[config.mk]
export PLATFORM = sky130hd
export DESIGN_NAME = multicycle_ctrl
export DESIGN_NICKNAME = d
export VERILOG_FILES = /design/src/rtl/ctrl_pkg.sv /design/src/rtl/ctrl_opclass.sv /design/src/rtl/multicycle_ctrl.sv
export SDC_FILE = /design/constraint.sdc
export NUM_CORES = 1
export LEC_CHECK = 0
export ABC_AREA = 1
export CAP_MARGIN = 10
export CORE_UTILIZATION = 30
export CTS_BUF_LIST = sky130_fd_sc_hd__clkbuf_8 sky130_fd_sc_hd__clkbuf_16
export CTS_CLUSTER_SIZE = 28
export DETAILED_ROUTE_END_ITERATION = 8
export PLACE_DENSITY_LB_ADDON = 0.3
export SYNTH_ARGS = -nofsm -noshare
export SYNTH_HDL_FRONTEND = slang
export SYNTH_SLANG_ARGS = --single-unit
export TNS_END_PERCENT = 1
[constraint.sdc]
create_clock -name clk -period 4.1 [get_ports clk]
set_input_delay 0.41 -clock clk [delete_from_list [all_inputs] [get_ports clk]]
set_output_delay 0.41 -clock clk [all_outputs]
set_load 0.1 [all_outputs]
[src/rtl/ctrl_pkg.sv]
// Shared constants and types for the RV32I multi-cycle control path.
package ctrl_pkg;

    localparam int unsigned OPCODE_W = 7;
    localparam int unsigned RD_W     = 5;

    // Base opcodes handled by the control FSM
    localparam logic [OPCODE_W-1:0] OP_R      = 7'b0110011;
    localparam logic [OPCODE_W-1:0] OP_IMM    = 7'b0010011;
    localparam logic [OPCODE_W-1:0] OP_LOAD   = 7'b0000011;
    localparam logic [OPCODE_W-1:0] OP_STORE  = 7'b0100011;
    localparam logic [OPCODE_W-1:0] OP_BRANCH = 7'b1100011;
    localparam logic [OPCODE_W-1:0] OP_JAL    = 7'b1101111;
    localparam logic [OPCODE_W-1:0] OP_LUI    = 7'b0110111;

    typedef enum logic [2:0] {
        ST_RST    = 3'd0,
        ST_FETCH  = 3'd1,
        ST_DECODE = 3'd2,
        ST_EXEC   = 3'd3,
        ST_MEM    = 3'd4,
        ST_WB     = 3'd5,
        ST_TRAP   = 3'd6
    } state_t;

    typedef enum logic [2:0] {
        CLS_R      = 3'd0,
        CLS_IMM    = 3'd1,
        CLS_LOAD   = 3'd2,
        CLS_STORE  = 3'd3,
        CLS_BRANCH = 3'd4,
        CLS_JAL    = 3'd5,
        CLS_LUI    = 3'd6,
        CLS_ILL    = 3'd7
    } opclass_t;

    localparam logic [1:0] ALU_OP_ADD    = 2'b00;
    localparam logic [1:0] ALU_OP_SUB    = 2'b01;
    localparam logic [1:0] ALU_OP_FUNCT  = 2'b10;
    localparam logic [1:0] ALU_OP_PASS_B = 2'b11;

    localparam logic [1:0] WB_SEL_ALU = 2'b00;
    localparam logic [1:0] WB_SEL_MEM = 2'b01;
    localparam logic [1:0] WB_SEL_PC4 = 2'b10;

    localparam logic PC_SEL_PC4 = 1'b0;
    localparam logic PC_SEL_ALU = 1'b1;

    localparam logic [1:0] TRAP_NONE    = 2'b00;
    localparam logic [1:0] TRAP_ILLEGAL = 2'b01;
    localparam logic [1:0] TRAP_BUS     = 2'b10;

endpackage

[src/rtl/ctrl_opclass.sv]
// Opcode to instruction-class decoder with a legal flag; purely combinational.
module ctrl_opclass
    import ctrl_pkg::*;
(
    input  logic [6:0] opcode,
    output opclass_t   opclass_c,
    output logic       legal_c
);

    // Map each supported opcode to its class; anything else is illegal
    always_comb begin
        opclass_c = CLS_ILL;
        legal_c   = 1'b1;
        case (opcode)
            OP_R:      opclass_c = CLS_R;
            OP_IMM:    opclass_c = CLS_IMM;
            OP_LOAD:   opclass_c = CLS_LOAD;
            OP_STORE:  opclass_c = CLS_STORE;
            OP_BRANCH: opclass_c = CLS_BRANCH;
            OP_JAL:    opclass_c = CLS_JAL;
            OP_LUI:    opclass_c = CLS_LUI;
            default:   legal_c   = 1'b0;
        endcase
    end

endmodule

[src/rtl/multicycle_ctrl.sv]
// Multi-cycle main control FSM for the RV32I core.
// Optional performance counters are enabled with MULTICYCLE_CTRL_PERF_EN.
// Datapath controls decode from the registered state (plus the IR fields and
// the ready/branch status of the current cycle), so an asynchronous reset
// drops every request and write enable at once.
module multicycle_ctrl
    import ctrl_pkg::*;
#(
    parameter int unsigned MEM_WAIT_MAX = 255,
    parameter int unsigned CNT_W        = 32
) (
    input  logic       clk,
    input  logic       rst_n,
    input  logic [6:0] opcode,
    input  logic [4:0] rd,
    input  logic       imem_ready,
    input  logic       dmem_ready,
    input  logic       branch_taken,
    output logic       imem_req,
    output logic       ir_we,
    output logic       pc_we,
    output logic       pc_sel,
    output logic       alu_src_b,
    output logic [1:0] alu_op,
    output logic       dmem_req,
    output logic       dmem_we,
    output logic       reg_we,
    output logic [1:0] wb_sel,
    output logic       trap,
    output logic [1:0] trap_cause
`ifdef MULTICYCLE_CTRL_PERF_EN
    ,
    output logic [CNT_W-1:0] cycle_cnt,
    output logic [CNT_W-1:0] instret_cnt
`endif
);

    localparam int unsigned WAIT_W   = (MEM_WAIT_MAX == 0) ? 1 : $clog2(MEM_WAIT_MAX + 1);
    // Trap fires in the cycle whose wait would make the counter hit the limit
    localparam int unsigned WAIT_LIM = (MEM_WAIT_MAX == 0) ? 0 : MEM_WAIT_MAX - 1;
    localparam logic        TMO_EN   = (MEM_WAIT_MAX != 0);

    // Reject a zero-width counter configuration at elaboration
    if (CNT_W == 0) begin : g_cnt_w_check
        $error("multicycle_ctrl: CNT_W must be at least 1");
    end

    state_t              state_q;
    state_t              state_d;
    logic [WAIT_W-1:0]   wait_cnt;
    logic                wait_inc;
    logic                wait_lim;
    logic [1:0]          cause_d;
    opclass_t            opclass;
    logic                legal;

    ctrl_opclass u_opclass (
        .opcode    (opcode),
        .opclass_c (opclass),
        .legal_c   (legal)
    );

    assign wait_lim = TMO_EN && (wait_cnt == WAIT_W'(WAIT_LIM));

    // State, trap flag and cause registers
    always_ff @(posedge clk or negedge rst_n) begin
        if (!rst_n) begin
            state_q    <= ST_RST;
            trap       <= 1'b0;
            trap_cause <= TRAP_NONE;
        end else begin
            state_q    <= state_d;
            trap       <= (state_d == ST_TRAP);
            trap_cause <= cause_d;
        end
    end

    // Memory wait counter: counts stalled FETCH/MEM cycles, clears otherwise
    always_ff @(posedge clk or negedge rst_n) begin
        if (!rst_n) begin
            wait_cnt <= '0;
        end else if (wait_inc) begin
            wait_cnt <= wait_cnt + WAIT_W'(1);
        end else begin
            wait_cnt <= '0;
        end
    end

    // Next-state and datapath control decode
    always_comb begin
        state_d   = state_q;
        cause_d   = trap_cause;
        wait_inc  = 1'b0;
        imem_req  = 1'b0;
        ir_we     = 1'b0;
        pc_we     = 1'b0;
        pc_sel    = PC_SEL_PC4;
        alu_src_b = 1'b0;
        alu_op    = ALU_OP_ADD;
        dmem_req  = 1'b0;
        dmem_we   = 1'b0;
        reg_we    = 1'b0;
        wb_sel    = WB_SEL_ALU;

        case (state_q)
            ST_RST: begin
                state_d = ST_FETCH;
            end
            ST_FETCH: begin
                imem_req = 1'b1;
                if (imem_ready) begin
                    ir_we   = 1'b1;
                    pc_we   = 1'b1;
                    pc_sel  = PC_SEL_PC4;
                    state_d = ST_DECODE;
                end else if (wait_lim) begin
                    state_d = ST_TRAP;
                    cause_d = TRAP_BUS;
                end else begin
                    wait_inc = 1'b1;
                end
            end
            ST_DECODE: begin
                if (legal) begin
                    state_d = ST_EXEC;
                end else begin
                    state_d = ST_TRAP;
                    cause_d = TRAP_ILLEGAL;
                end
            end
            ST_EXEC: begin
                case (opclass)
                    CLS_R: begin
                        alu_op  = ALU_OP_FUNCT;
                        state_d = ST_WB;
                    end
                    CLS_IMM: begin
                        alu_src_b = 1'b1;
                        alu_op    = ALU_OP_FUNCT;
                        state_d   = ST_WB;
                    end
                    CLS_LUI: begin
                        alu_src_b = 1'b1;
                        alu_op    = ALU_OP_PASS_B;
                        state_d   = ST_WB;
                    end
                    CLS_LOAD, CLS_STORE: begin
                        alu_src_b = 1'b1;
                        alu_op    = ALU_OP_ADD;
                        state_d   = ST_MEM;
                    end
                    CLS_BRANCH: begin
                        alu_op  = ALU_OP_SUB;
                        pc_we   = branch_taken;
                        pc_sel  = PC_SEL_ALU;
                        state_d = ST_FETCH;
                    end
                    CLS_JAL: begin
                        pc_we   = 1'b1;
                        pc_sel  = PC_SEL_ALU;
                        alu_op  = ALU_OP_ADD;
                        state_d = ST_WB;
                    end
                    default: begin
                        state_d = ST_TRAP;
                        cause_d = TRAP_ILLEGAL;
                    end
                endcase
            end
            ST_MEM: begin
                dmem_req = 1'b1;
                dmem_we  = (opclass == CLS_STORE);
                if (dmem_ready) begin
                    state_d = (opclass == CLS_STORE) ? ST_FETCH : ST_WB;
                end else if (wait_lim) begin
                    state_d = ST_TRAP;
                    cause_d = TRAP_BUS;
                end else begin
                    wait_inc = 1'b1;
                end
            end
            ST_WB: begin
                reg_we  = (rd != 5'd0);
                wb_sel  = (opclass == CLS_LOAD) ? WB_SEL_MEM :
                          (opclass == CLS_JAL)  ? WB_SEL_PC4 : WB_SEL_ALU;
                state_d = ST_FETCH;
            end
            ST_TRAP: begin
                state_d = ST_TRAP;
            end
            default: begin
                state_d = ST_RST;
            end
        endcase
    end

`ifdef MULTICYCLE_CTRL_PERF_EN
    logic retire_c;

    assign retire_c = (state_d == ST_FETCH) &&
                      ((state_q == ST_EXEC) || (state_q == ST_MEM) || (state_q == ST_WB));

    // Cycle and retired-instruction counters; idle in RST, frozen in TRAP
    always_ff @(posedge clk or negedge rst_n) begin
        if (!rst_n) begin
            cycle_cnt   <= '0;
            instret_cnt <= '0;
        end else if ((state_q != ST_RST) && (state_q != ST_TRAP)) begin
            cycle_cnt <= cycle_cnt + CNT_W'(1);
            if (retire_c) begin
                instret_cnt <= instret_cnt + CNT_W'(1);
            end
        end
    end
`else
    // Performance counters not built in this configuration
`endif

endmodule

## Word level (Yosys, flattened, before mapping)

Index checks and enable logic that the tools add are counted.

| operators by class | value |
|---|---|
| $add $sub $neg | 1 |
| eq/ne operators | 25 |
| mux-type cells | 37 |
| reductions and logical operators | 13 |

Operators with widths:

| cell | count |
|---|---|
| $eq A3 B3 Y1 const B | 7 |
| $eq A7 B6 Y1 const B | 3 |
| $pmux W3 S7 | 1 |
| $mux W2 | 9 |
| $pmux W3 S6 | 1 |
| $mux W3 | 5 |
| $eq A7 B7 Y1 const B | 2 |
| $mux W1 | 14 |
| $reduce_or A7 Y1 | 2 |
| $eq A3 B2 Y1 const B | 4 |
| $pmux W3 S3 | 1 |
| $add A8 B1 Y8 const B | 1 |
| $eq A8 B8 Y1 const B | 1 |
| $mux W8 | 1 |
| $ne A2 B2 Y1 const B | 4 |
| $pmux W2 S4 | 1 |
| $reduce_or A2 Y1 | 4 |
| $reduce_or A4 Y1 | 2 |
| $eq A7 B2 Y1 const B | 1 |
| $eq A7 B5 Y1 const B | 1 |
| $eq A3 B1 Y1 const B | 2 |
| $logic_not A3 Y1 | 2 |
| $pmux W1 S2 | 3 |
| $pmux W2 S3 | 1 |
| 3 further kinds | 3 |

| word-level totals | value |
|---|---|
| bits in registers | 14 |
| input port bits | 17 |
| logic and storage cells | 80 |

## Logic depth before layout (Yosys ltp)

Gate-level depths: netlist (run 1).

| depth | value |
|---|---|
| word-level depth | 7 |
| mapped depth | 11 |

## By module

A second synthesis (run 1) with hierarchy kept.

| unflattened totals | value |
|---|---|
| cell total of the unflattened synthesis | 176 |
| area, all modules | 1131.1 um^2 |

By module, submodules not included:

| module | instances | cells an instance | area an instance (um^2) | sequential area each (um^2) |
|---|---|---|---|---|
| multicycle_ctrl | 1 | 140 | 973.4 | 350.3 |
| ctrl_opclass | 1 | 36 | 157.7 | 0.0 |

## Worst setup path before layout (run 1)

Ideal clock, no wire load.

| path | value |
|---|---|
| path type | input to output |
| start | input opcode[4] |
| end | output pc_we |
| arrival time | 3252 ps |
| path slack | 438 ps |
| stages on the path | 7 |
| path through | inv_1 > nand2_1 > nor2_2 > nand2_2 > a21oi_1 > o21ai_0 > nand2_1 |

| between the ends | value |
|---|---|
| longest elaborated chain between the ends | 5 |
| elaborated cells between the ends (all ways) | 12 |

RTL lines:

| what | RTL line | RTL |
|---|---|---|
| start: declaration | multicycle_ctrl.sv:14 | `input logic [6:0] opcode,` |
| $eq A7 B6 Y1, or another cell as far along | ctrl_opclass.sv:14 | `case (opcode)` |
| $pmux W3 S7 (*) | ctrl_opclass.sv:14 |  |
| $eq A3 B3 Y1 | multicycle_ctrl.sv:132 | `case (opclass)` |
| $pmux W1 S2 (*) | multicycle_ctrl.sv:132 |  |
| $pmux W1 S2 (*) | multicycle_ctrl.sv:105 | `case (state_q)` |
| end: declaration | multicycle_ctrl.sv:21 | `output logic pc_we,` |

Every way passes the cells marked *; elsewhere a longest branch is shown, timed or not.

## Final worst setup path (run 1)

| path | value |
|---|---|
| start | input rd[1] |
| end | output reg_we |

| between the ends | value |
|---|---|
| longest elaborated chain between the ends | 2 |

RTL lines:

| what | RTL line | RTL |
|---|---|---|
| start: declaration | multicycle_ctrl.sv:15 | `input logic [4:0] rd,` |
| $reduce_bool A5 Y1 | multicycle_ctrl.sv:183 | `reg_we = (rd != 5'd0);` |
| $mux W1 | multicycle_ctrl.sv:105 |  |
| end: declaration | multicycle_ctrl.sv:27 | `output logic reg_we,` |

Every way passes these cells.

==> results of run 1 <==
[cells by family after synthesis]
logic type,after synthesis,synth area share
DFF,14,0.311
and+or+nand+nor,96,0.437
adders and majority gates,2,0.0222
xor gates and xnor gates,2,0.0155
buffers and inverters,29,0.0966
AOI/OAI and AO/OA,20,0.118
[layer usage]
| layer | part of all wire | GRT usage |
|---|---|---|
| met1 | 0.51 | 0.186 |
| met2 | 0.42 | 0.198 |
| met4 | 0.0060 | 0.0256 |
| met3 | 0.059 | 0.0380 |
| met5 | 0 | 0 |
[final cells by class]
class                      instances  area, um^2  share of cell area
timing repair buffer              31         290               0.190
multi-input combinational        120         668               0.437
clock buffer                       4        55.1              0.0360
sequential                        14         350               0.229
tap                               46        57.6              0.0376
inverter                          29         109              0.0711
[worst max path at each step]
stage,end,slack [ns],cells after the start
3_3_place_gp,reg_we,1.23,5
4_1_cts,reg_we,1.21,5
5_1_grt,reg_we,1.14,5
3_5_place_dp,reg_we,1.21,5
6_report,reg_we,1.22,5
2_1_floorplan,pc_we,0.44,7
[state kept, by name, indices dropped and copies added, names as in the netlist]
signal and cells:
state_q 3, trap 1, wait_cnt 8, trap_cause 2
[synthesized netlist by cell type]
library cell   n  area [um^2]
nand2_1       34          128
inv_1         23         86.3
nor2_1        20         75.1
dfrtp_1       14          350
nand3_1       10         50.1
a21oi_1        7         35.0
inv_2          6         22.5
nand2_2        6         37.5
nor2_2         6         37.5
o21ai_0        5         25.0
nor3_1         4         20.0
and3_1         3         18.8
nand3_2        3         30.0
ha_1           2         25.0
nand4_1        2         12.5
o21ai_2        2         17.5
o21bai_1       2         15.0
a21boi_1       1         7.51
nand2_4        1         11.3
nand3_4        1         17.5
nand3b_1       1         7.51
nor2_4         1         11.3
nor3_2         1         10.0
nor3b_2        1         12.5
o211ai_1       1         7.51
o21bai_4       1         18.8
o22ai_1        1         6.26
or2_0          1         6.26
or4_1          1         7.51
xnor2_1        1         8.76
xor2_1         1         8.76
[critical path: stages]
cell             delay (ns)
clkdlybuf4s50_1        0.39
or4_1                  0.50
o21ai_0                0.15
inv_1                  0.05
clkdlybuf4s50_1        0.96
[power breakdown]
group,internal [uW],switching [uW]
Combinational,143,399
Clock,85.0,47.3
Sequential,174,33.1
Total,402,479
[stage by stage]
step / hold slack, ns / total power [uW] / area [um^2]
after floorplan: 0.114 / 626 / 1130
after global placement: 0.499 / 752 / 1480
after detailed placement: 0.507 / 751 / 1480
after CTS: 0.514 / 888 / 1530
after global routing: 0.543 / 936 / 1530
final: 0.506 / 881 / 1530
==> impl_metrics.json, run 1 <==
{
  "antenna_found_initial": 0,
  "die_h_um": 63.3,
  "ys_seq_area_frac": 0.311,
  "period_needed_ns": 2.88,
  "dp_cells": 240,
  "cts.clk_slew.worst_paths_ns": 0.06,
  "avgSynthCellArea_um2": 6.92,
  "crit_type": "in2out",
  "hold_viol_final": 0,
  "path_max_fanout": 1,
  "clock.fmax_mhz": 348,
  "worst_slew_pin_slew_ns": 0.994,
  "final.period_utilization": 0.701,
  "drt_wl_total_mm": 2.34,
  "min_to": "wait_cnt[0]",
  "drive_gt1_frac": 0.207,
  "grt_pass1_vias": 988,
  "clockBufferDepth": 2,
  "nNetsFinal": 218,
  "cts_tree": "yes",
  "final_util": 0.441,
  "route.detailed.drc": 0,
  "first_pass_iters": 4,
  "worstSkewPairLatency_ns": 0.24,
  "numPortBuffers": 31,
  "maxCapViolations": 0,
  "cts_setup_buffers": 0,
  "ys_warn_count": 0,
  "rr_endpoint": "wait_cnt[7]",
  "pwr_density_cell_nw_per_um2": 576,
  "hold_class": "reg2reg",
  "start_kind": "input pin",
  "arrival_ns": 2.47,
  "cts_resized": 0,
  "required_ns": 3.69,
  "most-common-layout-cells": "nand2_1, inv_1, clkdlybuf4s50_1, nor2_1, dfrtp_1",
  "syn_nets": 182,
  "gp_congestion": 0.834,
  "drv_slew": 0,
  "insertedDiodeCount": 0,
  "slew_headroom": 0.336,
  "status": "completed",
  "stdcell_count": 244,
  "num_io_pins": 32,
  "cp-end-kind": "primary output",
  "overflow": 0,
  "worstSetupStartpoint": "rd[1]",
  "mostFrequentLayoutCell": "nand2_1",
  "drtAntennaViolNets": 0,
  "drt_iter0_markers": 37,
  "irDropWorstVdd_mv": 0.453,
  "dieWidth_um": 63.3,
  "cts_root_buf": "clkbuf_8",
  "core-area_um2": 3470,
  "h-tree-depth": 1,
  "p_leak_uw": 0.000767,
  "syn_area_um2": 1130,
  "rows": 21,
  "syn2layout_area_growth_pct": 35.7,
  "synth_seq_cells": 14,
  "synth_cells": 163,
  "grt_start_max_net_pins": 15,
  "n_fill_cell": 380,
  "setup_viol": 0,
  "die_area_um2": 4010,
  "routed-via-count": 1072,
  "grt_use_total": 0.131,
  "synth_cell_types": 31,
  "grt_pass1_wl_mm": 4.22,
  "r2r_start": "wait_cnt[0]",
  "ctsHoldBuffers": 0,
  "place_hpwl_mm": 1.93,
  "clock-sinks": 14,
  "skew_ns": 0.00106,
  "rsz0062_at_grt": "no",
  "rr_worst_depth": 7,
  "tns_ns": 0,
  "start_util": 0.325,
  "timing.hold.worst.start": "wait_cnt[0]",
  "post_drt_wl_per_cell_um": 9.60,
  "post-place-ws_ns": 1.21,
  "hold_path_depth": 1,
  "viasPerCell": 4.39,
  "timing.final.ws_setup_ns": 1.22,
  "cts-buffers-inserted": 3,
  "r2r_slack_ns": 2.58
}
Note: power is estimated with default switching activity, not from simulation.
==> run 2, diff against run 1 <==
==> constraint.sdc (replaced) <==
create_clock -name clk -period 2.6 [get_ports clk]
set_input_delay 0.26 -clock clk [delete_from_list [all_inputs] [get_ports clk]]
set_output_delay 0.26 -clock clk [all_outputs]
set_load 0.1 [all_outputs]
==> impl_metrics.json, run 2 (synthesis results as in run 1) <==
{
  "max_stage_delay_ns": 0.53,
  "hold_class": "in2async",
  "final.period_utilization": 0.863,
  "numPortBuffers": 31,
  "cp-end-kind": "primary output",
  "h-tree-depth": 1,
  "drt_iter0_markers": 31,
  "arrival_ns": 1.98,
  "worstSkewPairLatency_ns": 0.24,
  "cts_tree": "yes",
  "p_leak_uw": 0.000801,
  "route.detailed.drc": 0,
  "top_register": "wait_cnt",
  "critPathSlowestCell": "clkdlybuf4s50_1",
  "stdcell_count": 244,
  "clock-sinks": 14,
  "dp_cells": 240,
  "p_clk_frac": 0.148,
  "crit_type": "in2out",
  "critPathTopFamily": "simple AND/OR/NAND/NOR gates",
  "drv_slew": 0,
  "most-common-layout-cells": "nand2_1, inv_1, nor2_1, clkdlybuf4s50_1, dfrtp_1",
  "switchingPower_uw": 759,
  "rr_worst_depth": 7,
  "rr_endpoint": "wait_cnt[7]",
  "pwr_density_cell_nw_per_um2": 857,
  "intPower_uw": 630,
  "core-area_um2": 3470,
  "endpoint": "alu_src_b",
  "syn2layout_area_growth_pct": 43.8,
  "worst_slew_pin_slew_ns": 0.610,
  "place_hpwl_mm": 2.05,
  "largestRegisters": "wait_cnt: 8 flops, state_q: 3 flops, trap_cause: 2 flops",
  "cp.depth": 12,
  "grt_pass1_vias": 994,
  "required_ns": 2.34,
  "ctsHoldBuffers": 0,
  "cts_setup_buffers": 0,
  "mostFrequentLayoutCell": "nand2_1",
  "period_needed_ns": 2.24,
  "cts_resized": 0,
  "worstSetupStartpoint": "opcode[2]",
  "final_util": 0.468,
  "dieWidth_um": 63.3,
  "nNetsFinal": 218,
  "start_util": 0.325,
  "first_pass_iters": 4,
  "antenna_found_initial": 0,
  "routed-via-count": 1072,
  "seq_power_share": 0.236,
  "status": "completed",
  "drive_gt1_frac": 0.253,
  "drtAntennaViolNets": 0,
  "start_kind": "input pin",
  "swShare": 0.547,
  "maxCapViolations": 0,
  "fin_hold_ws_ns": 0.400,
  "r2r_slack_ns": 1.08,
  "skew_ns": 0.00294,
  "irDropWorstVdd_mv": 0.527,
  "clock.fmax_mhz": 446,
  "rows": 21,
  "post_drt_wl_per_cell_um": 9.82,
  "cts-buffers-inserted": 3,
  "crit_path_frequent_cell": "nand2_1",
  "grt_use_total": 0.136,
  "gp_congestion": 0.786,
  "hold_viol_final": 0,
  "cts_root_buf": "clkbuf_8",
  "rsz0062_at_grt": "no",
  "p_comb_frac": 0.616,
  "overflow": 0,
  "path_buf_inv": 2,
  "r2r_start": "wait_cnt[0]",
  "cts.clk_slew.worst_paths_ns": 0.06,
  "path_max_fanout": 6,
  "largest_reg_flops": 8,
  "setup_viol": 0,
  "num_io_pins": 32,
  "insertedDiodeCount": 0,
  "drt_wl_total_mm": 2.40,
  "grt_pass1_wl_mm": 4.36,
  "die_h_um": 63.3,
  "viasPerCell": 4.39,
  "clockBufferDepth": 2,
  "slew_headroom": 0.592,
  "grt_start_max_net_pins": 15,
  "crit_chain": "clkdlybuf4s50_1 -> nand2_1 -> nor2_1 -> nand2_2 -> nand3_1 -> nor2_2 -> nand2_1 -> nand3_1 -> nand2_1 -> nand2_1 -> nor2_1 -> buf_12",
  "die_area_um2": 4010
}
==> run 2: cell count changes in the layout (fill, tap and decap cells not counted) <==
cell | before | now
buf_4 | 8 | 7
nor3_1 | 4 | 3
nor3_2 | 1 | 2
clkdlybuf4s50_1 | 23 | 16
buf_12 | 0 | 8
a21oi_2 | 0 | 1
a21oi_1 | 7 | 6
==> run 2: metrics by stage <==
step | cell area (um^2) | worst slack (ns) | TNS (ns) | total power, uW
after floorplan | 1140 | -0.109 | -0.178 | 990
after global placement | 1570 | 0.385 | 0 | 1190
after detailed placement | 1570 | 0.341 | 0 | 1190
after CTS | 1620 | 0.340 | 0 | 1410
after global routing | 1620 | 0.158 | 0 | 1490
final | 1620 | 0.357 | 0 | 1390
==> run 2: cell type report <==
class	count	area [um^2]
Multi-Input combinational cell	120	677
Tap cell	46	57.6
Timing Repair Buffer	31	373
Inverter	29	109
Clock buffer	4	55.1
Fill cell	369	1850
Sequential cell	14	350
==> run 2: layer usage <==
| metal | global-route usage | share of wire | wire [um] | vias to the layer above |
|---|---|---|---|---|
| li1 | - | - | - | 590 |
| met1 | 0.186 | 0.51 | 1220 | 463 |
| met2 | 0.210 | 0.45 | 1080 | 17 |
| met3 | 0.0362 | 0.035 | 85 | 2 |
| met4 | 0.0341 | 0.0033 | 8 | 0 |
| met5 | 0 | 0 | 0 | - |
==> run 2: power groups by stage <==
| stage | clock (uW) | combinational (uW) | sequential, uW |
|---|---|---|---|
| floorplan | 0 | 507 | 482 |
| global placement | 0 | 861 | 329 |
| detailed placement | 0 | 862 | 331 |
| CTS | 213 | 864 | 329 |
| global route | 230 | 924 | 336 |
| finish | 206 | 856 | 327 |
==> run 2: worst min path at each step <==
stage / depth (start not counted) / startpoint / slack (ns) / to
after floorplan: 0 / rst_n / -0.04 / state_q[0]
after global placement: 1 / wait_cnt[0] / 0.50 / wait_cnt[0]
after detailed placement: 1 / wait_cnt[0] / 0.50 / wait_cnt[0]
after CTS: 1 / rst_n / 0.41 / wait_cnt[7]
after global routing: 1 / rst_n / 0.44 / wait_cnt[5]
final: 1 / rst_n / 0.40 / wait_cnt[5]
